`src/rtl/cmp_unit_pipe.sv`:
```
// cmp_unit_pipe: two-stage pipelined compare unit for the ALU.
// Compares A and B (signed or unsigned per transaction), returns compare
// codes or MAX/MIN, with valid/ready handshakes on both sides and a
// saturating count of delivered true compare results.
module cmp_unit_pipe #(
  parameter int WIDTH     = 16,
  parameter int OUT_WIDTH = 2 * WIDTH,
  parameter int CNT_WIDTH = 8
) (
  input  logic                 clk,
  input  logic                 RST,
  input  logic                 in_valid,
  output logic                 in_ready,
  input  logic [WIDTH-1:0]     A,
  input  logic [WIDTH-1:0]     B,
  input  logic [2:0]           ALU_FUN,
  input  logic                 SIGNED,
  input  logic                 out_ready,
  output logic [OUT_WIDTH-1:0] CMP_OUT,
  output logic                 CMP_Flag,
  output logic [2:0]           CMP_STAT,
  input  logic                 cnt_clr,
  output logic [CNT_WIDTH-1:0] TRUE_CNT
);

  typedef enum logic [2:0] {
    OP_NOP = 3'b000,
    OP_EQ  = 3'b001,
    OP_GT  = 3'b010,
    OP_LT  = 3'b011,
    OP_NE  = 3'b100,
    OP_GE  = 3'b101,
    OP_MAX = 3'b110,
    OP_MIN = 3'b111
  } op_e;

  // Widen an operand to the result width, replicating the sign bit when signed.
  function automatic logic [OUT_WIDTH-1:0] extend(input logic [WIDTH-1:0] v,
                                                  input logic             sg);
    logic [OUT_WIDTH-1:0] r;
    r            = {OUT_WIDTH{sg & v[WIDTH-1]}};
    r[WIDTH-1:0] = v;
    return r;
  endfunction

  // Stage 1 state
  logic             s1_valid;
  logic [WIDTH-1:0] s1_a;
  logic [WIDTH-1:0] s1_b;
  op_e              s1_op;
  logic             s1_signed;
  logic             s1_eq;
  logic             s1_gt;
  logic             s1_lt;

  // Stage 2 side state: whether the held result counts as a true compare
  logic             s2_true;

  // Handshake terms
  logic s2_consume;
  logic s1_advance;
  logic in_fire;

  // Combinational compare of the incoming operands
  logic in_eq;
  logic in_gt;
  logic in_lt;

  // Stage 2 next-result terms
  logic [OUT_WIDTH-1:0] res_value;
  logic [2:0]           res_stat;
  logic                 res_true;

  // S2 frees up when consumed; S1 moves on when S2 is empty or freeing up.
  assign s2_consume = CMP_Flag & out_ready;
  assign s1_advance = s1_valid & (~CMP_Flag | out_ready);
  assign in_ready   = ~s1_valid | s1_advance;
  assign in_fire    = in_valid & in_ready;

  // Compare flags for the operands presented this cycle; SIGNED never affects eq.
  always_comb begin
    // NOTE: every always_comb output gets a default first so no path leaves it unassigned (no latch).
    in_eq = (A == B);
    in_gt = 1'b0;
    if (SIGNED) begin
      in_gt = ($signed(A) > $signed(B));
    end else begin
      in_gt = (A > B);
    end
    in_lt = ~in_eq & ~in_gt;
  end

  // Stage 1: capture operands, operation and compare flags on input transfer.
  always_ff @(posedge clk or negedge RST) begin
    // NOTE: sequential state uses non-blocking assignments so all registers update together at the edge.
    if (!RST) begin
      s1_valid  <= 1'b0;
      s1_a      <= '0;
      s1_b      <= '0;
      s1_op     <= OP_NOP;
      s1_signed <= 1'b0;
      s1_eq     <= 1'b0;
      s1_gt     <= 1'b0;
      s1_lt     <= 1'b0;
    end else if (in_fire) begin
      s1_valid  <= 1'b1;
      s1_a      <= A;
      s1_b      <= B;
      s1_op     <= op_e'(ALU_FUN);
      s1_signed <= SIGNED;
      s1_eq     <= in_eq;
      s1_gt     <= in_gt;
      s1_lt     <= in_lt;
    end else if (s1_advance) begin
      s1_valid  <= 1'b0;
    end
  end

  // Form the stage-2 result from the registered stage-1 flags.
  always_comb begin
    res_true  = 1'b0;
    res_value = '0;
    res_stat  = {s1_lt, s1_gt, s1_eq};
    unique case (s1_op)
      OP_NOP: res_stat  = 3'b000;
      OP_EQ:  res_true  = s1_eq;
      OP_GT:  res_true  = s1_gt;
      OP_LT:  res_true  = s1_lt;
      OP_NE:  res_true  = ~s1_eq;
      OP_GE:  res_true  = s1_gt | s1_eq;
      OP_MAX: res_value = extend(s1_gt ? s1_a : s1_b, s1_signed);
      OP_MIN: res_value = extend(s1_lt ? s1_a : s1_b, s1_signed);
      default: res_true = 1'b0;
    endcase
    if (res_true) begin
      res_value = OUT_WIDTH'(s1_op);
    end
  end

  // Stage 2: load on S1 advance, hold under backpressure, drop valid once consumed.
  always_ff @(posedge clk or negedge RST) begin
    if (!RST) begin
      CMP_Flag <= 1'b0;
      CMP_OUT  <= '0;
      CMP_STAT <= 3'b000;
      s2_true  <= 1'b0;
    end else if (s1_advance) begin
      CMP_Flag <= 1'b1;
      CMP_OUT  <= res_value;
      CMP_STAT <= res_stat;
      s2_true  <= res_true;
    end else if (s2_consume) begin
      CMP_Flag <= 1'b0;
    end
  end

  // Saturating count of consumed true compare results; clear has priority.
  always_ff @(posedge clk or negedge RST) begin
    if (!RST) begin
      TRUE_CNT <= '0;
    end else if (cnt_clr) begin
      TRUE_CNT <= '0;
    end else if (s2_consume && s2_true && (TRUE_CNT != '1)) begin
      TRUE_CNT <= TRUE_CNT + CNT_WIDTH'(1);
    end
  end

endmodule
```
`config.mk`:
```
export PLATFORM = sky130hd
export DESIGN_NAME = cmp_unit_pipe
export DESIGN_NICKNAME = d
export VERILOG_FILES = /design/src/rtl/cmp_unit_pipe.sv
export SDC_FILE = /design/constraint.sdc
export NUM_CORES = 1
export LEC_CHECK = 0
export CORE_ASPECT_RATIO = 2
export CORE_MARGIN = 10
export CORE_UTILIZATION = 49
export CTS_CLUSTER_SIZE = 28
export DETAILED_ROUTE_END_ITERATION = 7
export HOLD_SLACK_MARGIN = 0.15
export PLACE_DENSITY = 0.89
export SYNTH_ARGS = -nofsm -noshare
export SYNTH_HDL_FRONTEND = slang
export SYNTH_SLANG_ARGS = --single-unit
```
`constraint.sdc`:
```
create_clock -name clk -period 1.6 [get_ports clk]
set_input_delay 0.32 -clock clk [delete_from_list [all_inputs] [get_ports clk]]
set_output_delay 0.32 -clock clk [all_outputs]
set_load 0.05 [all_outputs]
```
==> metrics <==
status=complete, but fails checks; failing checks=setup timing; crit share post-route=102%; WP data required=1.78 ns; crit path launch type=register; clk sinks=70; Worst Path Buf+Inv=1; Arr. time, crit path=1.81 ns; Iter 0 DRT Violations=about 290; Pwr Density=1200 nW/µm²; top cells by count, synth=dfrtp_1 (70), nand2_1 (50), o21ai_0 (34); clk_lat worst skew=around 0.34 ns; worst stage delay on the critical path=0.43 ns; clock buffer depth=2; Peak VDD IR=0.936 mV; critical path depth=4; Root Buffer=clkbuf_16; register area share after synthesis=50.2%; Simple-Gate Fraction of Synth Area=11.9%; vias per cell=5.72; predominant post-synthesis flop cell=dfrtp_1; Pins Over Slew Limit=0; P_leak=2.59 nW; Reg-to-Reg End=CMP_OUT[12]; Post-Synthesis Cells=332; skew final=0.00586 ns; Mapped Avg Cell Area=10.5 µm²; Worst Path Max Fanout=11; die footprint=11100 µm²; first-pass GRT wire length=17900 µm; hold slack=0.274 ns; drt total wl=around 12000 µm; largest net degree at the start of global routing=between 70 and 80; I/O pin total=86; Vias=roughly 3100; share of post-route cells with drive strength above 1=43.3%; Async SR Flop Fraction=100%; Distinct cells, synth=39; count leader, synth=dfrtp_1; R2R depth=4; MaxCap Viol Count=0; fmax=614 MHz; Post-DRT Antenna Nets=0; CTS buffer count=9; IO Port Bufs=85; Final setup viols=2; Post-Synth Adder-Cell Area=6.10%; DRC violations left=0; Fin. Hold Viols=0; Hold Path Class=in2reg; clk slew on worst S/H paths=0.06 ns; area share of the largest cell type after synthesis=50.2%; post-layout worst setup margin=-0.0274 ns; crit path capture=CMP_OUT[12]; FF-to-FF Start=s1_op[0]; area of the core=around 7000 µm²; initial antenna violation count=1; drt first pass iters=8; fin nets=506; Detailed Place HPWL=7100 µm; RSZ-0062 raised after global routing=true; number of flops mapped to enable cells by yosys=0; P&R area growth vs syn=60.2%; mux contribution to synthesized area=between 10% and 20%; num rows=between 40 and 50; Synth Area in Compound Gates=a little over a tenth; FF+latch count, synth=70; Total Routing Usage GR=~20%; die height=139 µm; synth top area cells=dfrtp_1 (50%), mux2_2 (7.1%), ha_1 (6.1%); Synth Warn #=0; Slew @ Worst Pin=0.468 ns; crit path launch=s1_op[0]; synthesized area=~3500 µm²; Largest delay share family, worst path=multiplexers; setup slack, reg-to-reg=-0.03 ns; Core Util, Final=about four fifths; Layout Cells excl Fill=544; min-delay src=A[11]; Max stage delay cell, worst path=dfrtp_1; syn nets=390; Die Span X=79.7 µm; vias in the first global route=between 3000 and 4000; largest area contributor in the netlist=dfrtp_1; CTS tree=yes; cells along the critical path=mux2i_4, buf_4, mux2i_1, o21ai_0; XOR/XNOR Fraction of Synth Area=approximately 1.8%; Overflow after GRT=0; H-tree levels=3; placed insts=about 510; routed len/inst=about 21 µm; dpl ws=-0.655 ns; CP endpoint kind=register; initial core utilization=50.3%; Max-slew headroom=68.4%; Final min period=between 1.5 and 2 ns; Setup CP Type=reg2reg; largest family of logic cells by synthesized area=multiplexers; GP Congestion=0.817
-- layout make-up --
cell class / instances / area, µm²
sequential: 70 / 1760
inverter: 19 / 71.3
timing repair buffer: 132 / 1500
clock buffer: 10 / 239
multi-input combinational: 216 / 1790
clock inverter: 6 / 109
tap: 90 / 113
fill: 334 / 1350
antenna: 1 / 2.50
-- kinds of logic (layout without fill, tap and decap cells) --
logic type	count (synthesis)	in the layout
buffers and inverters	46	167
and+or+nand+nor	92	92
xor gates and xnor gates	7	7
DFF	70	70
muxes	39	39
other	0	1
AOI/OAI and AO/OA	61	61
adders and majority gates	17	17
-- worst min-delay path by stage --
stage | endpoint | cells past startpoint
floorplan | CMP_Flag | 0
global placement | CMP_OUT[9] | 2
detailed placement | s1_a[9] | 2
CTS | s1_a[8] | 2
global route | s1_a[11] | 2
finish | s1_a[11] | 2
-- timing repair --
action	4_1_cts	5_1_grt
hold buffers	1	0
endpoints found under the setup margin	4	7
setup buffers	7	12
hold endpoints to repair	70	0
pin swaps	17	24
resized for setup	75	40
-- cells in the final DEF (no fill, tap or decap), types with 10 or more instances in the layout --
| cell | instances |
|---|---|
| mux2i_1 | 15 |
| nand2_1 | 49 |
| buf_12 | 36 |
| o21ai_0 | 30 |
| ha_4 | 15 |
| inv_2 | 16 |
| dfrtp_1 | 61 |
| nor2_1 | 10 |
| buf_4 | 52 |
| dlygate4sd2_1 | 13 |
| mux2_2 | 14 |
| clkdlybuf4s15_1 | 13 |
-- power by group --
group          internal (W)  leakage, nW  switching [W]
clock               0.00156        0.172       0.000777
combinational      0.000962         1.55        0.00118
sequential          0.00202        0.868       0.000221
-- routing by layer --
layer | GRT usage (%) | wire length [µm] | vias up
li1 | - | - | 1375
met1 | 19.9 | 3990 | 1545
met2 | 36.5 | 6460 | 146
met3 | 5.68 | 627 | 47
met4 | 12.0 | 616 | 0
met5 | 0 | 0 | -
-- worst reg2reg max path, delay by kind of cell, from the launching register on --
kind,cells,cell delay [ns]
buffers and inverters,1,0.28
muxes,2,0.57
DFF,1,0.43
AOI/OAI and AO/OA,1,0.18
-- through the flow --
step                      TNS (ns)  area [µm²]  total power [W]
final                      -0.0406        5590          0.00672
after global routing        -0.180        5590          0.00692
after CTS                        0        5440          0.00654
after detailed placement     -8.63        4850          0.00416
after global placement       -5.99        4850          0.00409
after floorplan              -9.53        3550          0.00330
-- sequential cells by signal, summed over array words and instances (netlist names) --
name and flops:
CMP_OUT 17, s1_a 16, s1_b 16, TRUE_CNT 8, CMP_STAT 3, s1_op 3, CMP_Flag 1, s1_eq 1
s1_gt 1, s1_lt 1, s1_signed 1, s1_valid 1, s2_true 1
No activity file was read; power rests on OpenSTA's default activity.
